--- src/rtl/dp_pkg.sv ---
// Shared datapath definitions: ALU op encodings and default widths.
// Used by microcode_datapath and microcode_fsm.
package dp_pkg;

    localparam int DP_N = 16;
    localparam int DP_M = 3;

    typedef enum logic [2:0] {
        OP_ADD = 3'b000,
        OP_SUB = 3'b001,
        OP_AND = 3'b010,
        OP_OR  = 3'b011,
        OP_XOR = 3'b100,
        OP_NOT = 3'b101,
        OP_MOV = 3'b110,
        OP_INC = 3'b111
    } op_e;

endpackage

--- src/rtl/microcode_datapath_if.sv ---
// Control word, data inputs and status returned between microcode_fsm (master)
// and microcode_datapath (slave).
interface microcode_datapath_if #(
    parameter int N = dp_pkg::DP_N,
    parameter int M = dp_pkg::DP_M
);

    logic [N-1:0] din;
    logic [N-1:0] offset;
    logic [M-1:0] waddr;
    logic [M-1:0] ra;
    logic [M-1:0] rb;
    logic [2:0]   op;
    logic         ie;
    logic         write;
    logic         reada;
    logic         readb;
    logic         en;
    logic         oe;
    logic         bypassa;
    logic         bypassb;
    logic         mov_sel;
    logic [N-1:0] dout;
    logic         o_flag;
    logic         z_flag;
    logic         n_flag;

    modport master (
        output din, offset, waddr, ra, rb, op, ie, write, reada, readb,
               en, oe, bypassa, bypassb, mov_sel,
        input  dout, o_flag, z_flag, n_flag
    );

    modport slave (
        input  din, offset, waddr, ra, rb, op, ie, write, reada, readb,
               en, oe, bypassa, bypassb, mov_sel,
        output dout, o_flag, z_flag, n_flag
    );

endinterface

--- src/rtl/dp_alu.sv ---
// Combinational ALU: N-bit wrapping result plus signed-overflow indication.
module dp_alu
    import dp_pkg::*;
#(
    parameter int N = DP_N
) (
    input  logic signed [N-1:0] opa_i,
    input  logic signed [N-1:0] opb_i,
    input  op_e                 op_i,
    output logic signed [N-1:0] result_o,
    output logic                ovf_o
);

    always_comb begin
        result_o = '0;
        ovf_o    = 1'b0;
        unique case (op_i)
            OP_ADD: begin
                result_o = opa_i + opb_i;
                ovf_o    = (opa_i[N-1] == opb_i[N-1]) && (result_o[N-1] != opa_i[N-1]);
            end
            OP_SUB: begin
                result_o = opa_i - opb_i;
                ovf_o    = (opa_i[N-1] != opb_i[N-1]) && (result_o[N-1] != opa_i[N-1]);
            end
            OP_AND: result_o = opa_i & opb_i;
            OP_OR:  result_o = opa_i | opb_i;
            OP_XOR: result_o = opa_i ^ opb_i;
            OP_NOT: result_o = ~opa_i;
            OP_MOV: result_o = opa_i;
            OP_INC: begin
                result_o = opa_i + N'(1);
                // The implicit +1 operand is positive, so only a positive opA can overflow.
                ovf_o    = !opa_i[N-1] && result_o[N-1];
            end
            default: result_o = '0;
        endcase
    end

endmodule

--- src/rtl/microcode_datapath.sv ---
// Execution datapath: register file, operand muxes, ALU, flags and output register.
// Optional build macro: DP_RF_FORWARD_EN (read-during-write forwarding).
module microcode_datapath
    import dp_pkg::*;
#(
    parameter int N = DP_N,
    parameter int M = DP_M
) (
    input  logic                 clk,
    input  logic                 rst,
    microcode_datapath_if.slave  dp
);

    localparam int NREG = 2 ** M;

    logic [N-1:0] rf_q [NREG];
    logic [N-1:0] rf_d [NREG];
    logic [N-1:0] dout_q, dout_d;
    logic         o_q, o_d;
    logic         z_q, z_d;
    logic         n_q, n_d;

    logic [N-1:0]        rd_a, rd_b;
    logic signed [N-1:0] opa, opb, result;
    logic                ovf;
    logic [N-1:0]        wdata;
    logic [N-1:0]        fwd_data;
    logic                fwd_ok;

    // Only din/offset writes are forwarded: forwarding an ALU-sourced write
    // would route the ALU output back into its own operands combinationally.
`ifdef DP_RF_FORWARD_EN
    assign fwd_ok = dp.write & (dp.ie | dp.mov_sel);
`else
    assign fwd_ok = 1'b0;
`endif
    assign fwd_data = dp.ie ? dp.din : dp.offset;

    always_comb begin
        rd_a = '0;
        rd_b = '0;
        if (dp.reada) rd_a = (fwd_ok && dp.waddr == dp.ra) ? fwd_data : rf_q[dp.ra];
        if (dp.readb) rd_b = (fwd_ok && dp.waddr == dp.rb) ? fwd_data : rf_q[dp.rb];
    end

    assign opa = dp.bypassa ? dp.din    : rd_a;
    assign opb = dp.bypassb ? dp.offset : rd_b;

    dp_alu #(.N(N)) u_alu (
        .opa_i    (opa),
        .opb_i    (opb),
        .op_i     (op_e'(dp.op)),
        .result_o (result),
        .ovf_o    (ovf)
    );

    assign wdata = dp.ie ? dp.din : (dp.mov_sel ? dp.offset : result);

    always_comb begin
        rf_d = rf_q;
        if (dp.write) rf_d[dp.waddr] = wdata;
        dout_d = dp.oe ? result : dout_q;
        // Flags always track the ALU, independent of the write-data source.
        o_d = dp.en ? ovf             : o_q;
        z_d = dp.en ? (result == '0)  : z_q;
        n_d = dp.en ? result[N-1]     : n_q;
    end

    always_ff @(posedge clk) begin
        if (rst) begin
            for (int i = 0; i < NREG; i++) rf_q[i] <= '0;
            dout_q <= '0;
            o_q    <= 1'b0;
            z_q    <= 1'b0;
            n_q    <= 1'b0;
        end else begin
            rf_q   <= rf_d;
            dout_q <= dout_d;
            o_q    <= o_d;
            z_q    <= z_d;
            n_q    <= n_d;
        end
    end

    assign dp.dout   = dout_q;
    assign dp.o_flag = o_q;
    assign dp.z_flag = z_q;
    assign dp.n_flag = n_q;

endmodule
--- src/flat_wrapper.sv ---
// flat-port wrapper written by rule: the top's interface ports become plain ports
module microcode_datapath_flat import dp_pkg::*;
#(
    parameter int N = DP_N,
    parameter int M = DP_M
)
  (clk, rst, dp_din, dp_offset, dp_waddr, dp_ra, dp_rb, dp_op, dp_ie, dp_write, dp_reada, dp_readb, dp_en, dp_oe, dp_bypassa, dp_bypassb, dp_mov_sel, dp_dout, dp_o_flag, dp_z_flag, dp_n_flag);
  microcode_datapath_if #(.N(N), .M(M)) dp_i ();
  input  logic clk;
  input  logic rst;
  input wire logic [$bits(dp_i.din)-1:0] dp_din;
  input wire logic [$bits(dp_i.offset)-1:0] dp_offset;
  input wire logic [$bits(dp_i.waddr)-1:0] dp_waddr;
  input wire logic [$bits(dp_i.ra)-1:0] dp_ra;
  input wire logic [$bits(dp_i.rb)-1:0] dp_rb;
  input wire logic [$bits(dp_i.op)-1:0] dp_op;
  input wire logic [$bits(dp_i.ie)-1:0] dp_ie;
  input wire logic [$bits(dp_i.write)-1:0] dp_write;
  input wire logic [$bits(dp_i.reada)-1:0] dp_reada;
  input wire logic [$bits(dp_i.readb)-1:0] dp_readb;
  input wire logic [$bits(dp_i.en)-1:0] dp_en;
  input wire logic [$bits(dp_i.oe)-1:0] dp_oe;
  input wire logic [$bits(dp_i.bypassa)-1:0] dp_bypassa;
  input wire logic [$bits(dp_i.bypassb)-1:0] dp_bypassb;
  input wire logic [$bits(dp_i.mov_sel)-1:0] dp_mov_sel;
  output wire logic [$bits(dp_i.dout)-1:0] dp_dout;
  output wire logic [$bits(dp_i.o_flag)-1:0] dp_o_flag;
  output wire logic [$bits(dp_i.z_flag)-1:0] dp_z_flag;
  output wire logic [$bits(dp_i.n_flag)-1:0] dp_n_flag;
  assign dp_i.din = dp_din;
  assign dp_i.offset = dp_offset;
  assign dp_i.waddr = dp_waddr;
  assign dp_i.ra = dp_ra;
  assign dp_i.rb = dp_rb;
  assign dp_i.op = dp_op;
  assign dp_i.ie = dp_ie;
  assign dp_i.write = dp_write;
  assign dp_i.reada = dp_reada;
  assign dp_i.readb = dp_readb;
  assign dp_i.en = dp_en;
  assign dp_i.oe = dp_oe;
  assign dp_i.bypassa = dp_bypassa;
  assign dp_i.bypassb = dp_bypassb;
  assign dp_i.mov_sel = dp_mov_sel;
  assign dp_dout = dp_i.dout;
  assign dp_o_flag = dp_i.o_flag;
  assign dp_z_flag = dp_i.z_flag;
  assign dp_n_flag = dp_i.n_flag;
  microcode_datapath #(.N(N), .M(M)) u_core (.clk(clk), .rst(rst), .dp(dp_i));
endmodule
--- config.mk ---
export PLATFORM = sky130hd
export DESIGN_NAME = microcode_datapath_flat
export DESIGN_NICKNAME = d
export VERILOG_FILES = /design/src/rtl/dp_pkg.sv /design/src/rtl/microcode_datapath_if.sv /design/src/rtl/dp_alu.sv /design/src/rtl/microcode_datapath.sv /design/src/flat_wrapper.sv
export SDC_FILE = /design/constraint.sdc
export NUM_CORES = 1
export LEC_CHECK = 0
export ABC_AREA = 1
export BUFFER_PORTS_ARGS = -buffer_cell sky130_fd_sc_hd__buf_4
export CAP_MARGIN = 20
export CORE_UTILIZATION = 50
export DETAILED_ROUTE_END_ITERATION = 12
export PLACE_DENSITY = 0.7
export SLEW_MARGIN = 10
export SYNTH_ARGS = -nofsm -noshare
export SYNTH_HDL_FRONTEND = slang
export SYNTH_SLANG_ARGS = --single-unit
--- constraint.sdc ---
create_clock -name clk -period 4.04 [get_ports clk]
set_clock_uncertainty 0.15 [all_clocks]
set_input_delay 0.404 -clock clk [delete_from_list [all_inputs] [get_ports clk]]
set_output_delay 0.404 -clock clk [all_outputs]
set_load 0.01 [all_outputs]
Word level (Yosys, flattened, before mapping)
Cells that the tools add are included.
{"block": "totals", "ff_bits": 147, "wordCells": 61, "inputBits": 55, "out_inout_bits": 19}
{"block": "classes", "reduce_logical": 7, "n_eq_ne": 11, "n_bitwise": 7, "n_mux": 17, "add_sub_neg": 3, "n_lt_le_gt_ge": 4}
{"cell": "$mux W16", "n": 11}
{"cell": "$bwmux W128", "n": 1}
{"cell": "$pmux W16 S8", "n": 1}
{"cell": "$bmux W16 S3", "n": 2}
{"cell": "$demux W16 S3", "n": 1}
{"cell": "$add A16 B16 Y16", "n": 1}
{"cell": "$add A16 B2 Y16 const B", "n": 1}
{"cell": "$and A16 B16 Y16", "n": 1}
{"cell": "$logic_not A16 Y1", "n": 1}
{"cell": "$not A16 Y16", "n": 1}
{"cell": "$or A16 B16 Y16", "n": 1}
{"cell": "$sub A16 B16 Y16", "n": 1}
{"cell": "$xor A16 B16 Y16", "n": 1}
{"cell": "$eq A3 B3 Y1 const B", "n": 4}
{"cell": "$ge A4 B4 Y1 const B", "n": 3}
{"cell": "$not A3 Y4", "n": 3}
{"cell": "$eq A3 B2 Y1 const B", "n": 2}
{"cell": "$logic_and A1 B1 Y1", "n": 4}
{"cell": "$lt A4 B1 Y1 const B", "n": 1}
{"cell": "$eq A3 B1 Y1 const B", "n": 1}
{"cell": "$logic_not A3 Y1", "n": 1}
{"cell": "$ne A1 B1 Y1", "n": 3}
{"cell": "$pmux W1 S3", "n": 1}
{"cell": "$eq A1 B1 Y1", "n": 1}
{"cell": "$logic_not A1 Y1", "n": 1}

Logic depth before layout (Yosys ltp)
{"block": "depth", "depth_word": 11, "depth_mapped": 30, "mapped_depth_nobuf": 27}

Cells and area by module
Synthesis repeated with hierarchy kept, for this count alone.
{"block": "unflattened", "hier_cells": 2140, "hier_area_um2": 12308.1}
{"mod": "microcode_datapath", "area_per_inst_um2": 8834.7, "cells_each": 1503, "n_inst": 1, "seq_area_each_um2": 2942.8}
{"mod": "dp_alu", "area_per_inst_um2": 3473.3, "cells_each": 637, "n_inst": 1, "seq_area_each_um2": 0.0}

Worst setup path after synthesis
Ideal clock, no wire load.
{"block": "synth_path", "path_type": "input port to flip-flop", "startpoint": "in dp_rb[0]", "endpoint": "reg u_core.rf_q[78] (netlist bit)", "t_required_ns": 3.781, "cell_stages": 29, "path_buffers": 3, "arrival_time_ns": 3.702, "slack_ns": 0.079, "cell_sequence": "buf_4 > inv_2 > buf_2 > buf_1 > a21oi_1 > o21ai_0 > nand3_1 > nand3_1 > o21ai_0 > ha_1 > fa_1 > nand3_1 > nand3_1 > inv_1 > nor2_1 > nor2_1 > o21ai_0 > nand2_1 > nand2_1 > a21oi_1 > o21ai_0 > nand2_1 > nand2_1 > nand2_1 > nand3b_4 > o21bai_4 > nand3_1 > nand2_1 > inv_1"}
{"block": "synth_via", "elab_chain_cells": 11, "word_cells_on_any_way": 15, "classes_between": "2 x add/sub; 9 x mux; 4 x bitwise"}
{"element": "start, declared", "line": "flat_wrapper.sv:15", "text": "input wire logic [$bits(dp_i.rb)-1:0] dp_rb;"}
{"element": "$not A3 Y4 (not written as such) *", "line": "microcode_datapath.sv:43", "text": "if (dp.readb) rd_b = (fwd_ok && dp.waddr == dp.rb) ? fwd_data : rf_q[dp.rb];"}
{"element": "$bmux W16 S3 *", "line": "microcode_datapath.sv:43"}
{"element": "$mux W16 (not written as such) * (2 in a row)", "line": "microcode_datapath.sv:43"}
{"element": "$mux W16 *", "line": "microcode_datapath.sv:43"}
{"element": "$mux W16 *", "line": "microcode_datapath.sv:47", "text": "assign opb = dp.bypassb ? dp.offset : rd_b;"}
{"element": "$sub A16 B16 Y16, or another cell as far along", "line": "dp_alu.sv:23", "text": "result_o = opa_i - opb_i;"}
{"element": "$pmux W16 S8 *", "line": "dp_alu.sv:17", "text": "unique case (op_i)"}
{"element": "$mux W16 * (2 in a row)", "line": "microcode_datapath.sv:57", "text": "assign wdata = dp.ie ? dp.din : (dp.mov_sel ? dp.offset : result);"}
{"element": "$bwmux W128 *", "line": "microcode_datapath.sv:61", "text": "if (dp.write) rf_d[dp.waddr] = wdata;"}
{"element": "end signal, assigned", "line": "microcode_datapath.sv:77", "text": "rf_q <= rf_d;"}
{"element": "end, declared", "line": "microcode_datapath.sv:16", "text": "logic [N-1:0] rf_q [NREG];"}
Mark *: on every way between the ends. The rest lies on a longest branch, timed or not. The select of a mux whose other input is x is not followed.
A chain may end at the register's enable or synchronous reset.

Worst setup path after layout
{"block": "layout_path", "startpoint": "in dp_rb[0]", "endpoint": "reg u_core.rf_q[30] (netlist bit)"}
The elaborated chain is that of the path after synthesis.

==> metrics.txt <==
Storage cell area=2943 um^2; # DRC=0; Register-to-Register Setup Slack=around 0.19 ns; post-synthesis sequential area ratio=0.2494; pin count of the biggest net entering global routing=67; Ys Warns=0; Die Y=155.6 um; Setup crit end kind=register; Critical Path RT=roughly 4.2 ns; Clk Latency, worst-skew pair=0.43 ns; Mapped Area=approximately 12,000 um^2; initial antenna violation count=0; number of synthesized register bits=between 100 and 150; layout cells sized above 1=0.1589; Yosys cell types=48; Synth Area in Compound Gates=0.2353; hold_buf cts=0; P_leak=7.265 nW; CTS H-tree depth=4; Internal=roughly 3.0 mW; DRT Pass-1 Iters=6; Top Ports=between 70 and 80; Syn Area/Cell=5.968 um^2; Comb pwr share=0.308; final period utilization=0.9632; status=finished clean; Max Transition Viols Final=0; CTS root buf=clkbuf_16; syn nets=2,079; Hold Slack=0.04684 ns; Final Core Density=0.6156; Tot GR Track Use=0.3581; crit-path max FO=20; Hold Vio Cnt, Final=0; PortBufs=73; die width=155.6 um; clock slew at reported path FFs=0.07 ns; R2R Path End=u_core.rf_q[30]$_SDFFE_PP0P_; Reg2Reg Launch Point=u_core.rf_q[32]$_SDFFE_PP0P_; area grow syn2layout=19.57%; sw frac=0.3433; Final nets=2,218; hold depth=2; post-synthesis adder-cell area fraction=0.05111; number of fill cells in the layout=between 2k and 2.5k; vias per cell=roughly 5.6; VDD IR max=between 0.2 and 0.25 mV; sequential power share=0.335; DR vias=13.55k; Multi-input gate area=6929 um^2; initial core utilization=0.5149; critical path arrival=4.07 ns; power per standard cell area=326.1 nW/um^2; via count of the first global-routing pass=12.38k; Max Clk Rate=257.0 MHz; Worst-Margin Slew=about 1.0 ns; post-synthesis xor/xnor area fraction=0.003712; initial DRC count=1,597; core area=22,920 um^2; mux contribution to synthesized area=0; Antenna diodes=0; maxcap violations=0; die area=24,220 um^2; worst setup path end=u_core.rf_q[30]$_SDFFE_PP0P_; grt total ovfl=0; startpoint types=primary input; CP Launch Point=dp_rb[0]; Antenna Nets Post-Route=0; final RePlAce weighted congestion=1.030; fin cells=2,440; placed cells=between 2k and 2.5k; clock share of power=0.357; DP HPWL=~32 mm; clock buffer depth=2; CTS tree=yes; largest family of logic cells by synthesized area=simple AND/OR/NAND/NOR gates; total power=approximately 4.6 mW; Switching Power=1.579 mW; average routed wire per standard cell=17.78 um; worst reg2reg path depth=26; Fin Setup TNS=0 ns; cells after synthesis=1,977; min cycle time layout=roughly 3.9 ns; setup violators final=0; Clock Sinks=147; Worst slew margin=0.3111; hold crit path type=in -> reg; CTS buffer count=17; Synth Area in Simple Gates=0.2928; Rows=55; first-pass GRT wire length=approximately 67 mm; final WL=43.38 mm; worst setup path category=in -> reg
==> worst max-delay path: stages <==
cell and delay [ns]:
buf_4 0.14, inv_2 0.12, buf_12 0.16, buf_4 0.17, a21oi_1 0.08, o21ai_0 0.12, nand3_1 0.11, nand3_1 0.21
o21ai_0 0.18, ha_2 0.44, inv_1 0.09, a31oi_1 0.29, nand2_1 0.16, nand2_1 0.09, nand2_1 0.07, and2_1 0.20
nand2_2 0.10, nor2_2 0.05, nor2_1 0.09, nand2_1 0.05, nand3_1 0.13, nand3b_4 0.12, o21bai_4 0.26, nand3_1 0.10
nand2_1 0.08, inv_1 0.04
==> metrics by stage <==
step,cell area (um^2),worst slack [ns]
after floorplan,11800,0.07902
after global placement,13440,-0.1400
after detailed placement,13440,-0.1846
after CTS,14020,0.1582
after global routing,14110,-0.02471
final,14110,0.1488
==> cell usage after synthesis (all sizes together) <==
cell type,n,area share
nand3b,5,0.0042
nand3,237,0.10
ha,45,0.048
o21bai,4,0.0035
a211oi,3,0.0023
o21ai,243,0.11
o221ai,3,0.0022
a21boi,1,0.00064
a21o,2,0.0013
clkbuf,58,0.018
nor3,9,0.0048
nand2,360,0.12
nand4,13,0.0074
inv,384,0.12
buf,48,0.025
nor2,132,0.043
dfxtp,147,0.25
o2111ai,3,0.0022
clkinv,7,0.0022
o22ai,9,0.0048
and2,1,0.00053
or2,8,0.0042
a21oi,210,0.090
o211ai,32,0.020
nor4,4,0.0027
fa,2,0.0034
xor2,5,0.0037
a31oi,2,0.0011
==> cell type report <==
| type | instances | area share |
|---|---|---|
| multi-input cells | 1333 | 0.4912 |
| repair buffers | 226 | 0.1267 |
| clock inverters | 12 | 0.01109 |
| clock buffers | 18 | 0.03042 |
| well taps | 313 | 0.02776 |
| inverters | 391 | 0.1042 |
| flip-flops and latches | 147 | 0.2086 |
==> logic make-up (layout without fill, tap and decap cells) <==
group / Yosys count / after routing
XOR/XNOR: 5 / 5
adder cells (fa/ha/maj): 47 / 47
AO/OA/AOI/OAI: 512 / 512
flip-flops: 147 / 147
AND/OR/NAND/NOR: 769 / 769
buffers and inverters: 497 / 647
==> power groups by stage <==
| stage | Combinational, mW | Clock (mW) | Sequential, mW |
|---|---|---|---|
| floorplan | 0.802 | 0 | 1.57 |
| global placement | 1.34 | 0 | 1.57 |
| detailed placement | 1.35 | 0 | 1.57 |
| CTS | 1.36 | 1.65 | 1.54 |
| global route | 1.54 | 1.72 | 1.55 |
| finish | 1.42 | 1.64 | 1.54 |
==> layer usage <==
metal	vias to the layer above	wire length, um	global-route usage
met5	-	0	0
met4	0	1864	0.1671
met3	118	3947	0.06361
met2	686	18780	0.5558
met1	6090	18790	0.4812
li1	6653	-	-
==> cells in the final DEF, fill, tap and decap left out, types with 19 or more instances in the layout <==
| master | netlist | layout |
|---|---|---|
| nor2_1 | 127 | 125 |
| o211ai_1 | 32 | 32 |
| dfxtp_1 | 147 | 147 |
| inv_1 | 374 | 374 |
| nand2_1 | 337 | 335 |
| buf_4 | 8 | 218 |
| nand3_1 | 229 | 229 |
| ha_1 | 45 | 42 |
| o21ai_0 | 196 | 190 |
| nand2_2 | 18 | 19 |
| a21oi_1 | 208 | 206 |
| o21ai_1 | 40 | 43 |
==> how the worst min path moves through the flow <==
| stage | start | endpoint | slack [ns] |
|---|---|---|---|
| floorplan | u_core.rf_q[102]$_SDFFE_PP0P_ | u_core.rf_q[102]$_SDFFE_PP0P_ | 0.32 |
| global placement | u_core.dp.o_flag$_SDFFE_PP0P_ | u_core.dp.o_flag$_SDFFE_PP0P_ | 0.32 |
| detailed placement | u_core.dp.o_flag$_SDFFE_PP0P_ | u_core.dp.o_flag$_SDFFE_PP0P_ | 0.32 |
| CTS | dp_en | u_core.dp.n_flag$_SDFFE_PP0P_ | 0.04 |
| global route | dp_en | u_core.dp.n_flag$_SDFFE_PP0P_ | 0.04 |
| finish | dp_en | u_core.dp.n_flag$_SDFFE_PP0P_ | 0.05 |
==> flip-flops by register name, summed over array words and instances, names as in the netlist <==
register / flops
u_core.dp.dout: 16
u_core.rf_q: 128
u_core.dp.n_flag: 1
u_core.dp.z_flag: 1
u_core.dp.o_flag: 1
==> timing repair <==
item                                    CTS  global route
endpoints found under the hold margin     0             0
resized for setup                         0            22
buffers inserted                          0             4
endpoints found under the setup margin    0            66
Power figures use the tool's default switching activity.
